`src/rtl/fml_arbiter.sv`:
```
`default_nettype none
// +----------------------------------------------------------------------------+
// | Module      : fml_arbiter                                                  |
// | Description : Two-master FML arbiter with read-tag FIFO for data return.   |
// |               `FML_ARB_FIXED_PRIO_EN selects fixed priority (master 0).    |
// | Revision    : 1.0 - initial release                                        |
// +----------------------------------------------------------------------------+

`ifndef FML_ADR_RNG
`define FML_ADR_RNG 25:0
`endif
`ifndef FML_DAT_RNG
`define FML_DAT_RNG 63:0
`endif
`ifndef FML_BE_RNG
`define FML_BE_RNG 7:0
`endif

module fml_arbiter #(
  parameter int burst_len = 4,
  parameter int tag_depth = 8
) (
  input  logic               clk,
  input  logic               reset,

  input  logic [`FML_ADR_RNG] m0_adr,
  input  logic               m0_rd,
  input  logic               m0_wr,
  input  logic [`FML_DAT_RNG] m0_wdat,
  input  logic [`FML_BE_RNG]  m0_wbe,
  input  logic               m0_wnext,
  input  logic               m0_rnext,
  output logic               m0_done,
  output logic               m0_rempty,
  output logic [`FML_DAT_RNG] m0_rdat,

  input  logic [`FML_ADR_RNG] m1_adr,
  input  logic               m1_rd,
  input  logic               m1_wr,
  input  logic [`FML_DAT_RNG] m1_wdat,
  input  logic [`FML_BE_RNG]  m1_wbe,
  input  logic               m1_wnext,
  input  logic               m1_rnext,
  output logic               m1_done,
  output logic               m1_rempty,
  output logic [`FML_DAT_RNG] m1_rdat,

  output logic [`FML_ADR_RNG] fml_adr,
  output logic               fml_rd,
  output logic               fml_wr,
  output logic [`FML_DAT_RNG] fml_wdat,
  output logic [`FML_BE_RNG]  fml_wbe,
  output logic               fml_wnext,
  output logic               fml_rnext,
  input  logic               fml_done,
  input  logic               fml_rempty,
  input  logic [`FML_DAT_RNG] fml_rdat
);

  localparam int               c_PTR_W   = (tag_depth > 1) ? $clog2(tag_depth) : 1;
  localparam logic [c_PTR_W:0] c_DEPTH   = tag_depth[c_PTR_W:0];
  localparam logic [c_PTR_W:0] c_CNT_ONE = 1;
  localparam logic [c_PTR_W-1:0] c_PTR_ONE = 1;
  localparam logic [3:0]       c_BURST   = burst_len[3:0];
  localparam logic [3:0]       c_ONE4    = 4'd1;

  localparam logic [1:0] c_ST_IDLE  = 2'd0;
  localparam logic [1:0] c_ST_CMD   = 2'd1;
  localparam logic [1:0] c_ST_WDATA = 2'd2;

  logic [1:0]         r_state;
  logic               r_gnt;
  logic [3:0]         r_beat;
  logic [3:0]         r_burst;
  logic               r_tag_mem [tag_depth];
  logic [c_PTR_W-1:0] r_wr_ptr;
  logic [c_PTR_W-1:0] r_rd_ptr;
  logic [c_PTR_W:0]   r_count;

  logic w_full, w_empty, w_elig0, w_elig1, w_pick;
  logic w_in_cmd, w_in_wr, w_head, w_push, w_pop;
  logic w_g_rd, w_g_wr, w_g_wnext, w_h_rnext;
  logic [3:0] w_beat_next;

  assign w_full  = (r_count == c_DEPTH);
  assign w_empty = (r_count == '0);

  // A read can only be granted while a tag slot is free for its return burst.
  assign w_elig0 = m0_wr | (m0_rd & ~w_full);
  assign w_elig1 = m1_wr | (m1_rd & ~w_full);

`ifdef FML_ARB_FIXED_PRIO_EN
  assign w_pick = ~w_elig0;
`else
  logic r_prio;
  assign w_pick = (w_elig0 & w_elig1) ? r_prio : w_elig1;
`endif

  assign w_in_cmd  = (r_state == c_ST_CMD);
  assign w_in_wr   = (r_state == c_ST_CMD) | (r_state == c_ST_WDATA);
  assign w_g_rd    = r_gnt ? m1_rd    : m0_rd;
  assign w_g_wr    = r_gnt ? m1_wr    : m0_wr;
  assign w_g_wnext = r_gnt ? m1_wnext : m0_wnext;

  assign fml_adr   = r_gnt ? m1_adr : m0_adr;
  assign fml_rd    = w_in_cmd & w_g_rd;
  assign fml_wr    = w_in_cmd & w_g_wr;
  assign fml_wdat  = w_in_wr ? (r_gnt ? m1_wdat : m0_wdat) : '0;
  assign fml_wbe   = w_in_wr ? (r_gnt ? m1_wbe  : m0_wbe)  : '0;
  assign fml_wnext = w_in_wr & w_g_wnext;

  assign m0_done = fml_done & w_in_cmd & ~r_gnt;
  assign m1_done = fml_done & w_in_cmd &  r_gnt;

  // Head tag steers the returning burst; the other master sees an empty FIFO.
  assign w_head    = r_tag_mem[r_rd_ptr];
  assign m0_rempty = w_empty |  w_head | fml_rempty;
  assign m1_rempty = w_empty | ~w_head | fml_rempty;
  assign w_h_rnext = w_head ? m1_rnext : m0_rnext;
  assign fml_rnext = ~w_empty & w_h_rnext & ~fml_rempty;
  assign m0_rdat   = fml_rdat;
  assign m1_rdat   = fml_rdat;

  assign w_beat_next = r_beat + {3'b000, fml_wnext};
  assign w_push      = w_in_cmd & fml_done & w_g_rd;
  assign w_pop       = fml_rnext & (r_burst == (c_BURST - c_ONE4));

  always_ff @(posedge clk) begin
    if (reset) begin
      r_state <= c_ST_IDLE;
      r_gnt   <= 1'b0;
      r_beat  <= 4'd0;
    end else begin
      case (r_state)
        c_ST_IDLE: begin
          if (w_elig0 | w_elig1) begin
            r_gnt   <= w_pick;
            r_beat  <= 4'd0;
            r_state <= c_ST_CMD;
          end
        end
        c_ST_CMD: begin
          r_beat <= w_beat_next;
          if (fml_done) begin
            if (w_g_rd || (w_beat_next >= c_BURST))
              r_state <= c_ST_IDLE;
            else
              r_state <= c_ST_WDATA;
          end
        end
        c_ST_WDATA: begin
          r_beat <= w_beat_next;
          if (w_beat_next >= c_BURST)
            r_state <= c_ST_IDLE;
        end
        default: r_state <= c_ST_IDLE;
      endcase
    end
  end

`ifndef FML_ARB_FIXED_PRIO_EN
  always_ff @(posedge clk) begin
    if (reset)
      r_prio <= 1'b0;
    else if ((r_state == c_ST_IDLE) && (w_elig0 | w_elig1))
      r_prio <= ~w_pick;
  end
`endif

  always_ff @(posedge clk) begin
    if (w_push)
      r_tag_mem[r_wr_ptr] <= r_gnt;
  end

  always_ff @(posedge clk) begin
    if (reset) begin
      r_wr_ptr <= '0;
      r_rd_ptr <= '0;
      r_count  <= '0;
      r_burst  <= 4'd0;
    end else begin
      if (w_push)
        r_wr_ptr <= r_wr_ptr + c_PTR_ONE;
      if (w_pop)
        r_rd_ptr <= r_rd_ptr + c_PTR_ONE;
      if (fml_rnext)
        r_burst <= w_pop ? 4'd0 : (r_burst + c_ONE4);
      case ({w_push, w_pop})
        2'b10:   r_count <= r_count + c_CNT_ONE;
        2'b01:   r_count <= r_count - c_CNT_ONE;
        default: r_count <= r_count;
      endcase
    end
  end

endmodule

`default_nettype wire

```
`config.mk`:
```
export PLATFORM = sky130hd
export DESIGN_NAME = fml_arbiter
export DESIGN_NICKNAME = d
export VERILOG_FILES = /design/src/rtl/fml_arbiter.sv
export SDC_FILE = /design/constraint.sdc
export NUM_CORES = 1
export LEC_CHECK = 0
export ABC_CLOCK_PERIOD_IN_PS = 4700
export CORE_AREA = 5 5 194 196
export CTS_CLUSTER_DIAMETER = 100
export DETAILED_ROUTE_END_ITERATION = 6
export DIE_AREA = 0 0 199 201
export GPL_TIMING_DRIVEN = 0
export PLACE_DENSITY = 0.44
export RECOVER_POWER = 25
export SYNTH_ARGS = -nofsm -noshare
export SYNTH_HDL_FRONTEND = slang
export SYNTH_SLANG_ARGS = --single-unit
```
`constraint.sdc`:
```
create_clock -name clk -period 4.7 [get_ports clk]
set_input_delay 1.175 -clock clk [delete_from_list [all_inputs] [get_ports clk]]
set_output_delay 1.175 -clock clk [all_outputs]
set_load 0.03 [all_outputs]
```
==> results.sh, run 1 <==
export IMPL_r2r_end="r_count[2]"
export IMPL_fmax_mhz=229
export IMPL_wire_per_inst_um=16.1
export IMPL_drt_pass1_iterations=4
export IMPL_path_buf_inv=4
export IMPL_cts_tree="done"
export IMPL_status="complete, no violations"
export IMPL_grt_usage_pct=10.8
export IMPL_syn_num_nets=806
export IMPL_grt_pass1_vias=5284
export IMPL_synth_async_reset_ratio_pct=0
export IMPL_whs_path_depth=2
export IMPL_netlist_area_leader_share_pct=22.0
export IMPL_postLayoutSetupSlackWorst_ns=0.327
export IMPL_htreeDepth=2
export IMPL_via_per_inst=3.50
export IMPL_synth_area_leaders="buf_4 (22%), mux2i_1 (18%), dfxtp_1 (11%)"
export IMPL_worst_pin_slew_ns=0.788
export IMPL_clk_pin_slew_worst_paths_ns=0.06
export IMPL_layout_min_cycle_time_ns=4.37
export IMPL_cp_data_arrival_time_ns=3.20
export IMPL_hold_viol_final=0
export IMPL_critPathLaunchType="flip-flop"
export IMPL_hold_path_class="reg2reg"
export IMPL_die_h_um=201
export IMPL_core_area_sq_mm=0.0359
export IMPL_vias=5041
export IMPL_syn_to_final_growth_pct=118
export IMPL_drv_slew=0
export IMPL_layout_drive_gt1_share_pct=17.8
export IMPL_crit_type="reg2out"
export IMPL_synth_area_leader_cell="buf_4"
export IMPL_antenna_found_initial=0
export IMPL_clockBufferDepth=2
export IMPL_dp_slack_ns=-0.0424
export IMPL_synth_common_cells="buf_4 (128), nor2b_1 (79), mux2i_1 (78), mux2_2 (27), dfxtp_1 (25)"
export IMPL_grt_max_degree=12
export IMPL_worstPathCellList="clkbuf_1 > clkbuf_2 > clkbuf_1 > mux2i_1 > nor2b_1 > clkdlybuf4s50_1"
export IMPL_crit_family="buffers and inverters"
export IMPL_power_density_mw_per_mm2=243
export IMPL_grt_pass1_wl_mm=33.1
export IMPL_ios=506
export IMPL_power_w=0.00231
export IMPL_synth_area_sq_mm=0.00436
export IMPL_ant_nets=0
export IMPL_irDropWorstVdd_v=0.000132
export IMPL_crit_path_top_delay_cell="clkdlybuf4s50_1"
export IMPL_required_ns=3.52
export IMPL_dp_hpwl_mm=20.9
export IMPL_ys_seq_elements=33
export IMPL_drt_total_wl_mm=23.2
export IMPL_clock_sinks=33
export IMPL_synth_enable_flop_cells=8
export IMPL_slew_headroom_pct=47.5
export IMPL_rows=70
export IMPL_synthDistinctLibCells=50
export IMPL_reg2regPathDepth=13
export IMPL_maxCapViolCount=0
export IMPL_syn_avg_cell_area_sq_um=8.32
export IMPL_synth_cells=524
export IMPL_crit_fanout=10
export IMPL_drt_initial_drc_count=157
export IMPL_max_stage_delay_ns=0.76
export IMPL_drc_errors=0
export IMPL_nFillCells=3881
export IMPL_utilization_pct=26.5
export IMPL_grt_overflow=0
export IMPL_hold_ws_ns=0.484
export IMPL_numCtsBuffers=5
export IMPL_dieWidth_um=199
export IMPL_period_share_pct=93.0
export IMPL_yosys_warnings=0
export IMPL_timing_hold_worst_start="r_beat[0]"
export IMPL_ys_flop_type="dfxtp_1"
export IMPL_place_port_buffers=440
export IMPL_insertion_delay_ns=0.28
export IMPL_setup_viol=0
export IMPL_rsz0062_at_grt="false"
export IMPL_yosysSeqAreaShare_pct=17.0
export IMPL_leakagePower_nw=3.60
export IMPL_n_antenna_cell=0
export IMPL_final_nets=1253
export IMPL_cp_end_kind="output port"
export IMPL_skew_ns=0.00607
export IMPL_floorplan_initialDensity_pct=12.1
export IMPL_reg2reg_setup_slack_ns=1.21
export IMPL_critical_path_most_common_cell="clkbuf_1"
export IMPL_yosys_cell_count_top_type="buf_4"
export IMPL_cts_root_buf="clkbuf_16"
export IMPL_hold_buffers=0
export IMPL_whs_endpoint="r_beat[0]"
export IMPL_routabilityCongestion=0.743
export IMPL_die_area_sq_mm=0.0400
## worst max path at each step
stage,start,to,depth (start not counted)
global route,r_gnt,fml_wdat[44],6
finish,r_gnt,fml_wdat[30],6
detailed placement,r_gnt,fml_wdat[62],6
CTS,r_gnt,fml_wdat[19],6
global placement,r_gnt,fml_wdat[62],6
floorplan,flip-flop,fml_rnext,4
## power breakdown
group / switching (W) / internal [W] / leakage [nW]
logic: 0.000857 / 0.000773 / 3.25
clock network: 0.000122 / 0.000248 / 0.0775
registers: 0.0000102 / 0.000303 / 0.276
## area by class of cell
cell class / instances / area [sq um] / share of cell area [%]
Multi-Input combinational cell: 327 / 2510 / 26.4
Inverter: 10 / 37.5 / 0.394
Sequential cell: 33 / 741 / 7.78
Tap cell: 468 / 586 / 6.15
Timing Repair Buffer: 440 / 4400 / 46.3
Clock buffer: 5 / 125 / 1.31
Clock inverter: 3 / 41.3 / 0.434
Buffer: 154 / 1070 / 11.2
## layer usage
metal / vias to the layer above / global-route usage, % / routed length [um]
met5: - / 0 / 0
met3: 13 / 3.66 / 2000
met1: 2264 / 11.8 / 8420
li1: 2546 / - / -
met2: 218 / 20.3 / 12600
met4: 0 / 1.56 / 247
## metrics by stage
stage | area, sq um | std cells | setup TNS (ns)
after floorplan | 4360 | 524 | 0
after global placement | 9350 | 1432 | -0.0719
after detailed placement | 9350 | 1432 | -0.0424
after CTS | 9520 | 1440 | 0
after global routing | 9520 | 1440 | 0
final | 9520 | 1440 | 0
## state kept, by name (all words and copies together) (netlist names), named ones only
signal / count
r_burst: 4
r_count: 4
r_prio: 1
r_gnt: 1
r_rd_ptr: 3
r_wr_ptr: 3
r_tag_mem: 8
r_state: 2
r_beat: 4
## tightest hold or removal path, stage by stage, from the launching register on
cell	delay, ns
dfxtp_1	0.31
o21ai_0	0.07
a21oi_1	0.06
## placed cells by master, fill, tap and decap left out, types with 3 or more instances in the layout
cell,Yosys,final
nor3b_1,3,3
nor3_1,8,8
nand2_1,17,17
dlygate4sd3_1,0,38
nand3_1,6,6
inv_1,10,10
clkbuf_1,22,19
clkbuf_2,0,4
xnor2_1,3,3
nor2b_1,79,79
edfxtp_1,8,8
mux2_2,27,27
nand2b_1,4,4
o21ai_0,14,14
nand4_1,4,4
dfxtp_1,25,25
clkbuf_16,0,5
buf_4,128,128
clkdlybuf4s50_1,0,402
nor2_1,21,21
mux2i_1,78,79
or3_1,3,3
a21oi_1,13,13
xor2_1,4,4
ha_1,10,10
## repair_timing
item                       in CTS  in global routing
setup endpoints to repair      57                  4
resized for setup               3                  4
buffers inserted                0                  0
## cell families after synthesis
| family | Yosys count | synth area share (%) |
|---|---|---|
| adder cells (fa/ha/maj) | 10 | 2.87 |
| AND/OR/NAND/NOR | 158 | 20.6 |
| XOR/XNOR | 7 | 1.41 |
| buffers and inverters | 164 | 25.2 |
| flip-flops | 33 | 17.0 |
| multiplexers | 110 | 27.1 |
| AO/OA/AOI/OAI | 42 | 5.91 |
No activity file was read; power rests on OpenSTA's default activity.
==> run 2: changes to the inputs <==
- RECOVER_POWER: 25 -> default
==> run 2 against run 1 <==
Net effect: first-iteration DRC count is 7.0% higher; worst hold slack stayed put; critical endpoint unchanged; largest power group unchanged; largest cell class unchanged; core utilization hardly changed; clock-buffer cell count stayed put; critical path type unchanged; maximum frequency hardly changed.
==> results.sh, run 2 (synthesis results as in run 1) <==
export IMPL_power_density_mw_per_mm2=244
export IMPL_grt_overflow=0
export IMPL_setup_viol=0
export IMPL_drt_pass1_iterations=4
export IMPL_grt_max_degree=12
export IMPL_place_port_buffers=440
export IMPL_nFillCells=3880
export IMPL_seqPwrFrac_pct=13.5
export IMPL_status="complete, no violations"
export IMPL_pwr_share_clk_pct=16.0
export IMPL_fmax_mhz=229
export IMPL_postCtsSetupBuffers=0
export IMPL_clockBufferDepth=2
export IMPL_floorplan_initialDensity_pct=12.1
export IMPL_p_sw_share_pct=42.7
export IMPL_final_cell_count_no_fill=1440
export IMPL_crit_type="reg2out"
export IMPL_wl_met1_mm=8.45
export IMPL_crit_path_start="r_gnt"
export IMPL_hold_buffers=0
export IMPL_dp_hpwl_mm=20.9
export IMPL_setup_tns_ns=0
export IMPL_clock_sinks=33
export IMPL_maxCapViolCount=0
export IMPL_htreeDepth=2
export IMPL_cts_tree="done"
export IMPL_top_register="r_tag_mem"
export IMPL_drc_errors=0
export IMPL_routed_top_layer="met4"
export IMPL_drt_total_wl_mm=23.3
export IMPL_cp_data_arrival_time_ns=3.20
export IMPL_worst_pin_slew_ns=0.788
export IMPL_leakagePower_nw=3.59
export IMPL_grt_pass1_vias=5284
export IMPL_clk_pin_slew_worst_paths_ns=0.06
export IMPL_postLayoutSetupSlackWorst_ns=0.328
export IMPL_largest_reg_flops=8
export IMPL_final_cell_mix="clkdlybuf4s50_1 (440), buf_4 (128), nor2b_1 (79)"
export IMPL_timing_hold_worst_start="r_beat[0]"
export IMPL_vias=5076
export IMPL_drv_slew=0
export IMPL_core_area_sq_mm=0.0359
export IMPL_dp_slack_ns=-0.0424
export IMPL_r2r_start="r_gnt"
export IMPL_routabilityCongestion=0.743
export IMPL_numCtsBuffers=5
export IMPL_rows=70
export IMPL_ant_nets=0
export IMPL_via_per_inst=3.53
export IMPL_cp_end_kind="output port"
export IMPL_die_h_um=201
export IMPL_die_area_sq_mm=0.0400
export IMPL_insertion_delay_ns=0.28
export IMPL_layout_min_cycle_time_ns=4.37
export IMPL_crit_fanout=10
export IMPL_ios=506
export IMPL_drt_initial_drc_count=168
export IMPL_final_nets=1253
export IMPL_hold_viol_final=0
export IMPL_syn_to_final_growth_pct=118
export IMPL_intPower_w=0.00133
export IMPL_dr_wl_met3_mm=2.00
export IMPL_required_ns=3.52
export IMPL_irDropWorstVdd_v=0.000133
export IMPL_final_common_cell="clkdlybuf4s50_1"
export IMPL_period_share_pct=93.0
export IMPL_wire_per_inst_um=16.2
export IMPL_p_sw_w=0.000991
export IMPL_layout_drive_gt1_share_pct=18.0
export IMPL_slew_headroom_pct=47.5
export IMPL_combPwrFrac_pct=70.6
export IMPL_critPathLaunchType="flip-flop"
export IMPL_n_antenna_cell=0
export IMPL_rsz0062_at_grt="false"
export IMPL_wl_met2_mm=12.6
export IMPL_grt_pass1_wl_mm=33.1
export IMPL_utilization_pct=26.5
export IMPL_placedCellCount=1432
export IMPL_grt_usage_pct=10.8
export IMPL_skew_ns=0.00604
export IMPL_dieWidth_um=199
export IMPL_hold_path_class="reg2reg"
export IMPL_antenna_found_initial=0
export IMPL_cts_root_buf="clkbuf_16"
-- run 2: critical path: stages (launching register included) --
cell	delay, ns
dfxtp_1	0.46
clkbuf_1	0.36
clkbuf_2	0.39
clkbuf_1	0.64
mux2i_1	0.16
nor2b_1	0.14
clkdlybuf4s50_1	0.76
-- run 2: area by class of cell --
type / count / area (sq um) / share of cell area (%)
Buffer: 154 / 1070 / 11.2
Clock buffer: 5 / 125 / 1.31
Clock inverter: 3 / 41.3 / 0.434
Inverter: 10 / 37.5 / 0.394
Multi-Input combinational cell: 327 / 2520 / 26.5
Sequential cell: 33 / 741 / 7.78
Tap cell: 468 / 586 / 6.15
Timing Repair Buffer: 440 / 4400 / 46.2
-- run 2: timing repair --
action / 4_1_cts / 5_1_grt
endpoints found under the setup margin: 57 / 4
gates cloned: 0 / 0
gates resized for setup: 3 / 4
-- run 2: routing by layer --
metal  up-vias  global-route usage [%]
li1       2547                       -
met1      2290                    11.8
met2       226                    20.3
met3        13                    3.66
met4         0                    1.56
met5         -                       0
-- run 2: metrics by stage --
stage	hold WS [ns]	power, W	area, sq um
2_1_floorplan	0.454	0.00123	4360
6_report	0.484	0.00232	9520
5_1_grt	0.531	0.00245	9520
4_1_cts	0.485	0.00237	9520
3_3_place_gp	0.469	0.00199	9350
3_5_place_dp	0.479	0.00198	9350
-- run 2: worst paths after layout --
path,depth (start not counted),slack (ns),endpoint
worst max-delay path,6,0.33,fml_wdat[30]
worst min-delay path,2,0.48,r_beat[0]
worst min register to register,2,0.48,r_beat[0]
worst max register to register,13,1.20,r_count[2]
-- run 2: power by group through the flow --
| stage | registers, W | logic [W] | clock network [W] |
|---|---|---|---|
| floorplan | 0.000316 | 0.000914 | 0 |
| global placement | 0.000319 | 0.00167 | 0 |
| detailed placement | 0.000319 | 0.00166 | 0 |
| CTS | 0.000313 | 0.00167 | 0.000385 |
| global route | 0.000314 | 0.00174 | 0.000396 |
| finish | 0.000313 | 0.00164 | 0.000371 |
